$ cat src/rtl/usb_ps2_keybuf_arb.sv
// rtl/usb_ps2_keybuf_arb.sv - round-robin write arbiter for the key buffer scancode port
module usb_ps2_keybuf_arb #(
    parameter int GAP          = 4,
    parameter int LOCK_TIMEOUT = 1023
) (
    input  logic       clk,
    input  logic       reset,
    input  logic [7:0] src0_scancode,
    input  logic       src0_upd,
    input  logic [7:0] src1_scancode,
    input  logic       src1_upd,
    input  logic       flush,
    output logic [7:0] kb_scancode,
    output logic       kb_scancode_upd,
    output logic       overflow,
    output logic       busy
);

    localparam logic [3:0]  GAP_LOAD   = 4'(GAP - 1);
    localparam logic [15:0] TIMER_LOAD = 16'(LOCK_TIMEOUT);

    logic        prev0_q, prev0_d, prev1_q, prev1_d;
    logic [7:0]  hold0_q, hold0_d, hold1_q, hold1_d;
    logic        pend0_q, pend0_d, pend1_q, pend1_d;
    logic        lock_q, lock_d, lock_src_q, lock_src_d;
    logic [15:0] timer_q, timer_d;
    logic [3:0]  gap_cnt_q, gap_cnt_d;
    logic        rr_last_q, rr_last_d;
    logic [7:0]  kb_scancode_q, kb_scancode_d;
    logic        kb_scancode_upd_q, kb_scancode_upd_d;
    logic        overflow_q, overflow_d;

    logic        event0, event1, elig0, elig1, issue0, issue1, issue;
    logic [7:0]  issue_byte;
    logic        is_prefix;

    always_comb begin
        prev0_d           = src0_upd;
        prev1_d           = src1_upd;
        hold0_d           = hold0_q;
        hold1_d           = hold1_q;
        pend0_d           = pend0_q;
        pend1_d           = pend1_q;
        lock_d            = lock_q;
        lock_src_d        = lock_src_q;
        timer_d           = timer_q;
        gap_cnt_d         = gap_cnt_q;
        rr_last_d         = rr_last_q;
        kb_scancode_d     = kb_scancode_q;
        kb_scancode_upd_d = kb_scancode_upd_q;
        overflow_d        = overflow_q;

        event0 = src0_upd ^ prev0_q;
        event1 = src1_upd ^ prev1_q;
        elig0  = pend0_q & (~lock_q | ~lock_src_q);
        elig1  = pend1_q & (~lock_q | lock_src_q);
        // On a tie the source that was not served last wins.
        issue0 = (gap_cnt_q == 4'd0) & elig0 & (~elig1 | rr_last_q);
        issue1 = (gap_cnt_q == 4'd0) & elig1 & (~elig0 | ~rr_last_q);
        issue  = issue0 | issue1;
        issue_byte = issue1 ? hold1_q : hold0_q;
        is_prefix  = (issue_byte == 8'hE0) || (issue_byte == 8'hE1) || (issue_byte == 8'hF0);

        if (flush) begin
            pend0_d    = 1'b0;
            pend1_d    = 1'b0;
            lock_d     = 1'b0;
            timer_d    = 16'd0;
            gap_cnt_d  = 4'd0;
            overflow_d = 1'b0;
        end else begin
            if (issue) begin
                kb_scancode_d     = issue_byte;
                kb_scancode_upd_d = ~kb_scancode_upd_q;
                rr_last_d         = issue1;
                gap_cnt_d         = GAP_LOAD;
                if (issue0) pend0_d = 1'b0;
                if (issue1) pend1_d = 1'b0;
                if (is_prefix) begin
                    lock_d     = 1'b1;
                    lock_src_d = issue1;
                    timer_d    = TIMER_LOAD;
                end else if (lock_q && (lock_src_q == issue1)) begin
                    lock_d = 1'b0;
                end
            end else begin
                if (gap_cnt_q != 4'd0) gap_cnt_d = gap_cnt_q - 4'd1;
                if (lock_q) begin
                    if (timer_q <= 16'd1) begin
                        timer_d = 16'd0;
                        lock_d  = 1'b0;
                    end else begin
                        timer_d = timer_q - 16'd1;
                    end
                end
            end

            // A byte issued this cycle frees its slot for a same-cycle arrival.
            if (event0) begin
                if (!pend0_q || issue0) begin
                    hold0_d = src0_scancode;
                    pend0_d = 1'b1;
                end else begin
                    overflow_d = 1'b1;
                end
            end
            if (event1) begin
                if (!pend1_q || issue1) begin
                    hold1_d = src1_scancode;
                    pend1_d = 1'b1;
                end else begin
                    overflow_d = 1'b1;
                end
            end
        end
    end

    always_ff @(posedge clk) begin
        if (reset) begin
            prev0_q           <= src0_upd;
            prev1_q           <= src1_upd;
            hold0_q           <= 8'h00;
            hold1_q           <= 8'h00;
            pend0_q           <= 1'b0;
            pend1_q           <= 1'b0;
            lock_q            <= 1'b0;
            lock_src_q        <= 1'b0;
            timer_q           <= 16'd0;
            gap_cnt_q         <= 4'd0;
            rr_last_q         <= 1'b1;
            kb_scancode_q     <= 8'h00;
            kb_scancode_upd_q <= 1'b0;
            overflow_q        <= 1'b0;
        end else begin
            prev0_q           <= prev0_d;
            prev1_q           <= prev1_d;
            hold0_q           <= hold0_d;
            hold1_q           <= hold1_d;
            pend0_q           <= pend0_d;
            pend1_q           <= pend1_d;
            lock_q            <= lock_d;
            lock_src_q        <= lock_src_d;
            timer_q           <= timer_d;
            gap_cnt_q         <= gap_cnt_d;
            rr_last_q         <= rr_last_d;
            kb_scancode_q     <= kb_scancode_d;
            kb_scancode_upd_q <= kb_scancode_upd_d;
            overflow_q        <= overflow_d;
        end
    end

    assign kb_scancode     = kb_scancode_q;
    assign kb_scancode_upd = kb_scancode_upd_q;
    assign overflow        = overflow_q;
    assign busy            = pend0_q | pend1_q | lock_q | (gap_cnt_q != 4'd0);

endmodule
$ cat config.mk
export PLATFORM = sky130hd
export DESIGN_NAME = usb_ps2_keybuf_arb
export DESIGN_NICKNAME = d
export VERILOG_FILES = /design/src/rtl/usb_ps2_keybuf_arb.sv
export SDC_FILE = /design/constraint.sdc
export NUM_CORES = 1
export LEC_CHECK = 0
export CAP_MARGIN = 40
export CORE_UTILIZATION = 57
export CTS_BUF_LIST = sky130_fd_sc_hd__clkbuf_8
export CTS_CLUSTER_SIZE = 20
export DETAILED_ROUTE_END_ITERATION = 12
export GPL_TIMING_DRIVEN = 0
export PLACE_DENSITY = 0.92
export SYNTH_ARGS = -nofsm -noshare
export SYNTH_HDL_FRONTEND = slang
export SYNTH_SLANG_ARGS = --single-unit
$ cat constraint.sdc
create_clock -name clk -period 2.8 [get_ports clk]
set_input_delay 0.7 -clock clk [delete_from_list [all_inputs] [get_ports clk]]
set_output_delay 0.7 -clock clk [all_outputs]
set_load 0.005 [all_outputs]
==> impl_metrics.py <==
metrics = {
    "placed_design": {
        "routabilityCongestion": 0.872,
        "numPortBuffers": 30,
        "dp.final_hpwl_um": 3800,
        "placement.setup.worst_slack_ps": 211,
    },
    "pwr": {
        "power.clock.fraction": 0.267,
        "net-switching-power_mw": 0.427,
        "combPwrFrac": 0.196,
        "swShare": 0.275,
        "p_int_mw": 1.13,
        "power_density_nw_per_um2": 536,
        "p_leak_nw": 1.18,
        "ir_worst_vdd_uv": 309,
        "seq_power_share": 0.537,
    },
    "floorplanning": {
        "std_cell_rows": 23,
        "chipWidth_um": 67.4,
        "core_region_area_sq_um": 4060,
        "boundaryPins": 32,
        "dieHeight_um": 67.4,
        "floorplan.initialDensity": 0.602,
        "dieArea_sq_um": 4550,
    },
    "synthesis": {
        "ys_top_cells_by_area": "sky130_fd_sc_hd__dfxtp_1 (43%), sky130_fd_sc_hd__mux2i_1 (10%), sky130_fd_sc_hd__nor2_1 (7.2%)",
        "netlist_area_sq_um": 2440,
        "number_of_distinct_library_cells_after_synthesis": 46,
        "synth-edff-count": 0,
        "mappedNetlistNets": 292,
        "yosys_register_bits": 53,
        "synth_top_flop_cell": "sky130_fd_sc_hd__dfxtp_1",
        "synthesis.yosys.warnings": 0,
        "synthMostInstantiatedCell": "sky130_fd_sc_hd__dfxtp_1",
        "synthesis.instances": 267,
        "syn_avg_cell_area_sq_um": 9.14,
        "share_of_the_synthesized_area_in_the_top_cell_type": 0.435,
        "netlist_top_cells_count": "sky130_fd_sc_hd__dfxtp_1 (53), sky130_fd_sc_hd__nor2_1 (47), sky130_fd_sc_hd__mux2i_1 (25), sky130_fd_sc_hd__o21ai_0 (18), sky130_fd_sc_hd__a21oi_1 (16)",
        "synth-seq-area-share": 0.435,
        "synth_async_sr_flop_share": 0,
        "post-synth-top-area-cell": "sky130_fd_sc_hd__dfxtp_1",
    },
    "worst_setup_path": {
        "cp_data_arrival_time_ps": 1840,
        "worst_path_dominant_cell_family": "buffers and inverters",
        "critical-path-slowest-cell": "sky130_fd_sc_hd__clkdlybuf4s50_1",
        "worstRegToRegCells": 7,
        "worstReg2RegStart": "gap_cnt_q[0]$_SDFFE_PP0P_",
        "element_type_at_the_critical_path_end": "output pin",
        "r2r_slack_ps": 340,
        "terminus_of_the_critical_flop_to_flop_path": "hold0_q[1]$_SDFFE_PP0P_",
        "required_ps": 2100,
        "timing.critical_path.cells": "inv_1 > ha_1 > nor3b_2 > nand3b_1 > clkdlybuf4s50_1",
        "critPathMaxStageDelay_ps": 460,
        "critPathKind": "reg -> out",
        "worst_setup_path_start_kind": "flop",
        "cp_max_fo": 4,
        "path_buf_inv": 2,
    },
    "timing": {
        "tightestPinTransition_ps": 664,
        "finalClockSkew_ps": 8.84,
        "timing.final.crit_share": 0.907,
        "fin_tns_setup_ps": 0,
        "setup_repair_after_global_routing_missed_its_margin": "no",
        "hold_viol_final": 0,
        "fin_crit_ps": 2540,
        "max_freq_ghz": 0.394,
        "timing_max_transition_violations_final": 0,
        "setup-violations-final": 0,
        "setup_ws_ps": 261,
        "worst_slew_margin_rel": 0.553,
    },
    "detailed_routing": {
        "drt-wirelength-per-cell_um": 14.6,
        "detail_route.iter0.violations": 104,
        "via_per_inst": 5.98,
        "ant_nets": 0,
        "first_pass_iters": 4,
        "route.detailed.drc": 0,
        "totalWireLength_um": 5190,
        "vias": 2122,
    },
    "cells_and_area": {
        "diodes": 0,
        "postLayoutCoreUtil": 0.714,
        "nNetsFinal": 329,
        "area_growth_pct": 18.6,
        "drive_above_1_share": 0.0689,
    },
    "min_path": {
        "worst_hold_endpoint": "timer_q[14]$_SDFFE_PP0P_",
        "worst_hold_path_type": "reg -> reg",
        "number_of_cells_on_the_worst_hold_path": 2,
        "worstHoldStart": "timer_q[14]$_SDFFE_PP0P_",
    },
    "global_route": {
        "grt_pass1_vias": 1824,
        "global_routing_usage_summed_across_all_routing_layers": 0.248,
        "grt_antenna_before_repair": 0,
        "grt_overflow": 0,
        "grt_pass1_wl_um": 8480,
        "grt_start_max_net_pins": 16,
    },
    "clocking": {
        "ctsHoldBuffers": 0,
        "htreeDepth": 2,
        "clockRootBuffer": "sky130_fd_sc_hd__clkbuf_8",
        "clkLatencyLatePin_ps": 310,
        "cts_buffer_count": 5,
        "tritoncts": "yes",
        "clk_transition_reported_paths_ps": 90,
        "clock_sink_count": 53,
        "cts.path.max_buffers": 2,
    },
    "flow_run": {
        "max-cap-violations": 0,
    },
    "status": {
        "run_status": "finished clean",
    },
}
power groups by stage:
| stage | Clock, mW | Sequential [mW] | Combinational [mW] |
|---|---|---|---|
| detailed placement | 0 | 0.850 | 0.299 |
| global route | 0.453 | 0.839 | 0.337 |
| floorplan | 0 | 0.842 | 0.189 |
| global placement | 0 | 0.846 | 0.288 |
| CTS | 0.421 | 0.832 | 0.300 |
| finish | 0.415 | 0.834 | 0.304 |
metrics by stage:
| step | instances | cell area, sq um | total power, mW | hold slack (ps) |
|---|---|---|---|---|
| detailed placement | 347 | 2800 | 1.15 | 468 |
| floorplan | 267 | 2440 | 1.03 | 442 |
| global placement | 347 | 2800 | 1.13 | 460 |
| CTS | 355 | 2890 | 1.55 | 478 |
| finish | 355 | 2900 | 1.55 | 479 |
| global route | 355 | 2900 | 1.63 | 507 |
metal layers:
| metal | track usage | vias up | routed length [um] |
|---|---|---|---|
| met4 | 0.0957 | 0 | 85 |
| li1 | - | 1054 | - |
| met1 | 0.348 | 995 | 2530 |
| met2 | 0.378 | 66 | 2320 |
| met5 | 0 | - | 0 |
| met3 | 0.0422 | 7 | 256 |
repair_timing:
item	in CTS	in global routing
buffers inserted	0	0
gates resized for setup	0	2
endpoints found under the setup margin	0	4
layout by cell type (no fill, tap or decap), drive strengths merged, types with 2 or more instances in the layout:
cell / count
dfxtp: 53
nor2: 48
clkdlybuf4s50: 30
mux2i: 25
o21ai: 22
a21oi: 16
clkbuf: 13
a211oi: 10
nor3: 9
xnor2: 6
inv: 5
o31ai: 5
nand2: 5
o22ai: 4
ha: 4
nor3b: 4
or4: 4
nand3b: 3
nor4: 3
nand2b: 3
or2: 3
buf: 3
or3: 3
or3b: 2
a211o: 2
a21o: 2
clkinv: 2
registers in the layout, indices dropped and copies added, names as in the netlist:
register / count
kb_scancode_upd: 1
rr_last_q: 1
overflow: 1
hold0_q: 8
lock_q: 1
pend1_q: 1
kb_scancode: 8
timer_q: 16
prev0_q: 1
hold1_q: 8
prev1_q: 1
pend0_q: 1
lock_src_q: 1
gap_cnt_q: 4
tightest hold or removal path: stages (launching register included):
cell	delay, ps
sky130_fd_sc_hd__dfxtp_1	320
sky130_fd_sc_hd__o21ai_0	60
sky130_fd_sc_hd__o21ai_1	60
worst max path at each step:
stage                              startpoint                       end  cells past startpoint
finish              gap_cnt_q[0]$_SDFFE_PP0P_                      busy                      5
floorplan           gap_cnt_q[0]$_SDFFE_PP0P_  timer_q[11]$_SDFFE_PP0P_                      8
detailed placement  gap_cnt_q[0]$_SDFFE_PP0P_  timer_q[11]$_SDFFE_PP0P_                      8
CTS                 gap_cnt_q[0]$_SDFFE_PP0P_                      busy                      5
global placement    gap_cnt_q[0]$_SDFFE_PP0P_  timer_q[11]$_SDFFE_PP0P_                      8
global route        gap_cnt_q[0]$_SDFFE_PP0P_                      busy                      5
final cells by class:
class	count	area, sq um
Buffer	11	51.3
Timing Repair Buffer	30	300
Fill cell	304	1160
Clock buffer	5	68.8
Tap cell	50	62.6
Sequential cell	53	1060
Inverter	4	15.0
Clock inverter	3	13.8
Multi-Input combinational cell	199	1320
logic make-up after synthesis:
logic type | synth area share
adders and majority gates | 0.0205
xor gates and xnor gates | 0.0215
AOI/OAI and AO/OA | 0.185
DFF | 0.435
buffers and inverters | 0.0272
muxes | 0.103
and+or+nand+nor | 0.209
Power figures use the tool's default switching activity.
